File: src/rtl/or_m_arbiter.sv
// Round-robin arbiter sharing one or_m (a | b) datapath between M requesters.
// Grants one requester, captures its operands and returns a tagged result.
module or_m #(
   parameter int N = 4
) (
   input  logic [N-1:0] a,
   input  logic [N-1:0] b,
   output logic [N-1:0] y
);
   assign y = a | b;
endmodule

module or_m_arbiter #(
   parameter int N   = 4,
   parameter int M   = 4,
   parameter int IDW = $clog2(M)
) (
   input  logic           clk,
   input  logic           rst,
   input  logic [M-1:0]   req,
   input  logic [M*N-1:0] a_flat,
   input  logic [M*N-1:0] b_flat,
   output logic [M-1:0]   gnt,
   output logic           busy,
   output logic           out_valid,
   input  logic           out_ready,
   output logic [N-1:0]   out_data,
   output logic [IDW-1:0] out_id
);

   typedef enum logic [1:0] {IDLE, EXEC, HOLD} state_t;

   localparam logic [IDW:0]   M_W  = (IDW+1)'(M);
   localparam logic [IDW-1:0] LAST = IDW'(M - 1);

   state_t         state, state_n;
   logic [IDW-1:0] ptr, ptr_n;
   logic [IDW-1:0] win_q, win_q_n;
   logic [IDW-1:0] win;
   logic           found;
   logic [N-1:0]   a_q, a_q_n;
   logic [N-1:0]   b_q, b_q_n;
   logic [N-1:0]   or_y;
   logic [M-1:0]   gnt_n;
   logic           out_valid_n;
   logic [N-1:0]   out_data_n;
   logic [IDW-1:0] out_id_n;

   or_m #(.N(N)) u_or (
      .a (a_q),
      .b (b_q),
      .y (or_y)
   );

   // Scan starts just after the last-served requester, wrapping mod M.
   always_comb begin
      logic [IDW:0] sum;
      sum   = '0;
      found = 1'b0;
      win   = '0;
      for (int k = 1; k <= M; k++) begin
         sum = {1'b0, ptr} + (IDW+1)'(k);
         if (sum >= M_W)
            sum = sum - M_W;
         if (!found && req[sum[IDW-1:0]]) begin
            found = 1'b1;
            win   = sum[IDW-1:0];
         end
      end
   end

   always_comb begin
      state_n     = state;
      ptr_n       = ptr;
      win_q_n     = win_q;
      a_q_n       = a_q;
      b_q_n       = b_q;
      gnt_n       = '0;
      out_valid_n = out_valid;
      out_data_n  = out_data;
      out_id_n    = out_id;
      unique case (state)
         IDLE: begin
            if (found) begin
               a_q_n      = a_flat[win*N +: N];
               b_q_n      = b_flat[win*N +: N];
               win_q_n    = win;
               gnt_n[win] = 1'b1;
               state_n    = EXEC;
            end
         end
         EXEC: begin
            out_data_n  = or_y;
            out_id_n    = win_q;
            out_valid_n = 1'b1;
            state_n     = HOLD;
         end
         HOLD: begin
            if (out_ready) begin
               out_valid_n = 1'b0;
               ptr_n       = win_q;
               state_n     = IDLE;
            end
         end
         default: state_n = IDLE;
      endcase
   end

   always_ff @(posedge clk or negedge rst) begin
      if (!rst) begin
         state     <= IDLE;
         ptr       <= LAST;
         win_q     <= '0;
         a_q       <= '0;
         b_q       <= '0;
         gnt       <= '0;
         out_valid <= 1'b0;
         out_data  <= '0;
         out_id    <= '0;
      end else begin
         state     <= state_n;
         ptr       <= ptr_n;
         win_q     <= win_q_n;
         a_q       <= a_q_n;
         b_q       <= b_q_n;
         gnt       <= gnt_n;
         out_valid <= out_valid_n;
         out_data  <= out_data_n;
         out_id    <= out_id_n;
      end
   end

   assign busy = (state != IDLE);

endmodule

File: config.mk
export PLATFORM = sky130hd
export DESIGN_NAME = or_m_arbiter
export DESIGN_NICKNAME = d
export VERILOG_FILES = /design/src/rtl/or_m_arbiter.sv
export SDC_FILE = /design/constraint.sdc
export NUM_CORES = 1
export LEC_CHECK = 0
export CORE_MARGIN = 1.5
export CORE_UTILIZATION = 41
export CTS_BUF_LIST = sky130_fd_sc_hd__clkbuf_2 sky130_fd_sc_hd__clkbuf_4 sky130_fd_sc_hd__clkbuf_8
export CTS_CLUSTER_SIZE = 14
export DETAILED_ROUTE_END_ITERATION = 8
export GPL_ROUTABILITY_DRIVEN = 0
export PLACE_DENSITY = 0.77
export SLEW_MARGIN = 20
export SYNTH_ARGS = -nofsm -noshare
export SYNTH_HDL_FRONTEND = slang
export SYNTH_HIERARCHICAL = 1
export SYNTH_SLANG_ARGS = --single-unit
File: constraint.sdc
create_clock -name clk -period 1.85 [get_ports clk]
set_clock_uncertainty 0.15 [all_clocks]
set_input_delay 0.37 -clock clk [delete_from_list [all_inputs] [get_ports clk]]
set_output_delay 0.37 -clock clk [all_outputs]
set_load 0.02 [all_outputs]
Word level (Yosys, flattened, before mapping)
Cells that the tools add are included.
- multiplexer cells: 29
- equality and inequality tests: 4
- $lt $le $gt $ge: 10
- reductions and logical operators: 14
- shifts and indexed selects: 2
- bitwise operators: 1
- add/subtract/negate cells: 8
- operators by type and width (cell ; count):
    $shiftx A16 B5 Y4 ; 2
    $mux W2 ; 10
    $lt A2 B3 Y1 const B ; 5
    $ge A3 B3 Y1 const B ; 4
    $mux W1 ; 10
    $bmux W1 S2 ; 4
    $mux W4 ; 2
    $reduce_and A2 Y1 ; 4
    $sub A2 B1 Y2 const B ; 4
    $add A2 B2 Y3 const B ; 2
    $pmux W2 S3 ; 1
    $logic_and A1 B1 Y1 ; 4
    $ne A2 B2 Y1 const B ; 2
    $or A4 B4 Y4 ; 1
    $reduce_bool A2 Y1 ; 2
    $add A2 B1 Y3 const B ; 1
    $add A2 B3 Y3 const B ; 1
    $logic_not A1 Y1 ; 3
    $demux W1 S2 ; 1
    $eq A2 B1 Y1 const B ; 1
    $eq A2 B2 Y1 const B ; 1
    $ge A2 B1 Y1 const B ; 1
    $logic_not A2 Y1 ; 1
    $pmux W1 S2 ; 1
- bits in registers: 25
- output and inout bits: 12

Depth between registers and ports, before layout
- word-level depth: 21
- gate-level depth with buffers: 7

Hierarchy
The synthesis kept the hierarchy.
- by module, submodules not included (module ; sequential area each (um2) ; cells an instance ; times used ; area each (um2)):
    or_m_arbiter ; 628.1 ; 123 ; 1 ; 1376.3
    or_m ; 0.0 ; 4 ; 1 ; 25.0

Worst setup path before layout
Ideal clock, no wire load.
- path kind: register to register
- start: reg ptr[0]
- end: reg a_q[0]
- slack: -0.158 ns
- stages on the path, launching flop included: 7
- path buffers: 1
- arrival time: 1.737 ns
- cell sequence: dfstp_2 > nand2b_1 > a21oi_2 > or3_4 > buf_6 > mux2_4 > o211a_1
- cells in the longest elaborated chain, start to end: 16
- elaborated cells on any way between the ends: 40
- ends and longest elaborated chain (item ; RTL line ; text):
    start: declaration ; 37 ; logic [IDW-1:0] ptr, ptr_n;
    start signal: assignment ; 122 ; ptr <= ptr_n;
    $add A2 B1 Y3 ; 62 ; sum = {1'b0, ptr} + (IDW+1)'(k);
    $ge A3 B3 Y1 or $sub A2 B1 Y2 (tied branches) ; 63, 64 ;
    $mux W2 ; 63 ; if (sum >= M_W)
    $bmux W1 S2 ; 65 ; if (!found && req[sum[IDW-1:0]]) begin
    $mux W1 (implied by the code) ; 65 ;
    $mux W1 ; 65 ;
    $logic_not A1 Y1 ; 65 ;
    $logic_and A1 B1 Y1 ; 65 ;
    $mux W1 ; 65 ;
    $logic_not A1 Y1 ; 65 ;
    $logic_and A1 B1 Y1 ; 65 ;
    $mux W1 ; 65 ;
    $logic_not A1 Y1 ; 65 ;
    $logic_and A1 B1 Y1 ; 65 ;
    $mux W2 or $mux W1 (tied branches) ; 65 ;
    $shiftx A16 B5 Y4 or $reduce_and A2 Y1 (tied branches) ; n/a ;
    end signal: assignment ; 124 ; a_q <= a_q_n;
    end: declaration ; 41 ; logic [N-1:0] a_q, a_q_n;
Several ways; a longest one is shown, not always the timed one. The select of a mux whose other input is x is not followed.
A chain may end at the register's enable or synchronous reset.

Worst setup path after layout
- start: reg ptr[0]
- end: reg b_q[1]
- cells in the longest elaborated chain, start to end: 16
- elaborated cells on any way between the ends: 40
- ends and longest elaborated chain (item ; RTL line ; text):
    $add A2 B1 Y3 ; 62 ;
    $ge A3 B3 Y1 or $sub A2 B1 Y2 (tied branches) ; 63, 64 ;
    $mux W2 ; 63 ;
    $bmux W1 S2 ; 65 ;
    $mux W1 (implied by the code) ; 65 ;
    $mux W1 ; 65 ;
    $logic_not A1 Y1 ; 65 ;
    $logic_and A1 B1 Y1 ; 65 ;
    $mux W1 ; 65 ;
    $logic_not A1 Y1 ; 65 ;
    $logic_and A1 B1 Y1 ; 65 ;
    $mux W1 ; 65 ;
    $logic_not A1 Y1 ; 65 ;
    $logic_and A1 B1 Y1 ; 65 ;
    $mux W2 or $mux W1 (tied branches) ; 65 ;
    $shiftx A16 B5 Y4 or $reduce_and A2 Y1 (tied branches) ; n/a ;
    end signal: assignment ; 125 ; b_q <= b_q_n;
    end: declaration ; 42 ; logic [N-1:0] b_q, b_q_n;
Several ways; a longest one is shown, not always the timed one. The select of a mux whose other input is x is not followed.

==> metrics.md <==
| Metric | Value |
|---|---|
| Cell leakage power | `0.9812 nW` |
| Root buf cell | `clkbuf_4` |
| Worst-Margin Slew | `0.3285 ns` |
| Slew Limit Fails | `0` |
| Min-Delay Path Class | `input port to asynchronous set/reset pin` |
| Layout cells sized above 1 | `0.2908` |
| Design Area, Final | `0.002165 mm^2` |
| Initial core utilization | `0.4233` |
| Final Hold Vio Count | `0` |
| Largest net degree at the start of global routing | `26` |
| RSZ-0062 raised after global routing | `true` |
| FMAX | `500.7 MHz` |
| Hpwl dp | `2767 um` |
| Nets | `236` |
| DR pass1 iterations | `4` |
| Post-synthesis compound-gate area fraction | `0.1902` |
| Clk sinks | `25` |
| Worst setup path category | `register to register` |
| Global-route wire length before repair | `5899 um` |
| H-tree depth | `1` |
| Global-route usage over all layers | `0.2152` |
| Ys Warns | `6` |
| Final Cycle Share | `1.080` |
| Layout filler cell count | `294` |
| Simple-Gate Fraction of Synth Area | `0.1536` |
| DP Cell Count | `235` |
| Reg area | `628.1 um^2` |
| Failing checks | `negative setup slack` |
| Outcome | `finished, violations left` |
| Vias per inst | `5.103` |
| Final min period | `1.997 ns` |
| Slew headroom | `0.7810` |
| Synth cell types | `31` |
| Die height | `61.46 um` |
| Post-synthesis xor/xnor area fraction | `0` |
| # IOs | `51` |
| Area share of the largest cell type after synthesis | `0.4107` |
| Multi-input logic area | `742.0 um^2` |
| Gate Count Post-Synth | `127` |
| Synthesized area | `0.001401 mm^2` |
| Fin cells | `242` |
| Pwr Density | `1385 mW/mm^2` |
| Worst setup margin | `-0.1473 ns` |
| Yosys reg bits | `25` |
| Largest family of logic cells by synthesized area | `compound AO/OA/AOI/OAI gates` |
| # DRC | `0` |
| Worst EP arrival | `2.06 ns` |
| TritonCTS clock tree | `done` |
| Max VDD drop | `0.0004991 V` |
| # diodes | `0` |
| Data required time at the worst endpoint | `1.92 ns` |
| Final Util | `0.6538` |
| DIE AREA | `0.003777 mm^2` |
| Post-synthesis mux area share | `0.1518` |
| Most frequent cells in the layout | `40 x clkdlybuf4s50_1, 23 x dfrtp_1, 17 x buf_4` |
| CP startpoint kind | `register` |
| Core ar. | `0.003311 mm^2` |
| DIE WIDTH | `61.46 um` |
| Routed Antenna Nets | `0` |
| Register area share after synthesis | `0.4482` |
| Gr ovfl total | `0` |
| Syn nets | `166` |
| Cell Rows | `21` |
| Placed inst area | `0.002073 mm^2` |
| Hold buffer count at CTS | `0` |
| Initial DRC count | `31` |
| Tot Pwr | `2.999 mW` |
| Clock Tree Buf Depth | `2` |
| Layout overhead on the synthesized area | `54.46%` |
| Mean Syn Cell Area | `11.03 um^2` |
| Most common cell after layout, fill and taps aside | `clkdlybuf4s50_1` |
| Crit end category | `register` |
| Initial antenna violation count | `0` |
| Latest clock arrival within the worst-skew pair | `0.31 ns` |
| Number of global-route vias before repair | `1,283` |
| Post-Synth Adder-Cell Area | `0` |
| Max Cap Violations | `0` |
| Routed WL per cell | `15.16 um` |
| Clk pin slew, worst setup/hold paths | `0.14 ns` |
| Final wirelength | `3668 um` |
| Area leader, netlist | `dfrtp_1` |
| Via count | `1,235` |
| CP Max Fanout | `8` |
| Most area-consuming cells after synthesis | `dfrtp_1 41%, mux2_2 8.0%, mux2_4 6.4%, o211a_1 5.7%, nand2b_1 4.9%` |
| Setup TNS | `-1.111 ns` |
| Port bufs | `50` |
| Setup violations, final | `8` |
| CTS Buf Count | `3` |
## logic make-up (layout without fill, tap and decap cells)
family	after synthesis	in the layout
buffers and inverters	17	85
AND/OR/NAND/NOR	34	35
multiplexers	17	17
flip-flops	25	25
AO/OA/AOI/OAI	34	34
## critical path, stage by stage, from the launching register on
cell and delay (ns):
dfstp_2 0.59, nand2b_4 0.14, a21oi_4 0.06, or3_4 0.43, mux2_4 0.32, o211a_1 0.21
## routing by layer
layer	vias to the layer above	part of all wire	track usage
li1	594	-	-
met1	608	0.42	0.2568
met2	31	0.54	0.4103
met3	2	0.029	0.02941
met4	0	0.0063	0.04255
met5	-	0	0
## state kept, by name, summed over array words and instances (netlist names)
| register | count |
|---|---|
| a_q | 4 |
| b_q | 4 |
| gnt | 4 |
| out_data | 4 |
| out_id | 2 |
| out_valid | 1 |
| ptr | 2 |
| state | 2 |
| win_q | 2 |
## report_power, final
part	switching [mW]	internal (mW)	total, mW
combinational	0.821	0.969	1.79
clock	0.158	0.0987	0.256
sequential	0.138	0.814	0.952
## stage by stage
| stage | hold slack (ns) | worst slack (ns) |
|---|---|---|
| floorplan | -0.07559 | -0.1428 |
| global placement | 0.3394 | -0.6007 |
| detailed placement | 0.3512 | -0.6468 |
| CTS | 0.2554 | -0.1756 |
| global route | 0.2733 | -0.1903 |
| finish | 0.2550 | -0.1473 |
## area by class of cell
type,count,share of cell area
inverter,12,0.02081
sequential,25,0.2902
tap,46,0.02659
timing repair buffer,69,0.3058
multi-input combinational,86,0.3428
clock buffer,4,0.01387
## Yosys cell counts
library cell	n
a21bo_2	1
a21oi_1	3
a21oi_2	2
and2_1	2
buf_6	2
clkbuf_1	3
dfrtp_1	23
dfstp_2	2
inv_1	10
inv_2	2
mux2_2	10
mux2_4	6
mux2i_1	1
nand2_1	2
nand2b_1	11
nand3b_1	1
nor2_1	2
nor2b_1	1
nor3_1	2
nor3b_1	2
nor3b_2	1
nor4_1	1
o211a_1	8
o211ai_1	8
o21a_1	1
o21ai_1	2
o22ai_1	1
o31ai_1	8
or2_1	6
or2_2	2
or3_4	1
## path summary, 6_finish.rpt
kind	from	to	slack [ns]	cells past startpoint
max in group asynchronous	rst	ptr[1]	1.00	2
min	rst	gnt[3]	0.26	2
max reg2reg	ptr[0]	b_q[1]	-0.15	5
min reg2reg	out_id[0]	out_id[0]	0.37	1
min in group clk	out_id[0]	out_id[0]	0.37	1
max	ptr[0]	b_q[1]	-0.15	5
## what timing repair did
item                                    4_1_cts  5_1_grt
pin swaps                                     2        2
buffers inserted                              1        1
endpoints found under the setup margin       16       17
cloned                                        1        0
gates resized for setup                       6       12
(Power assumes the default switching activity.)
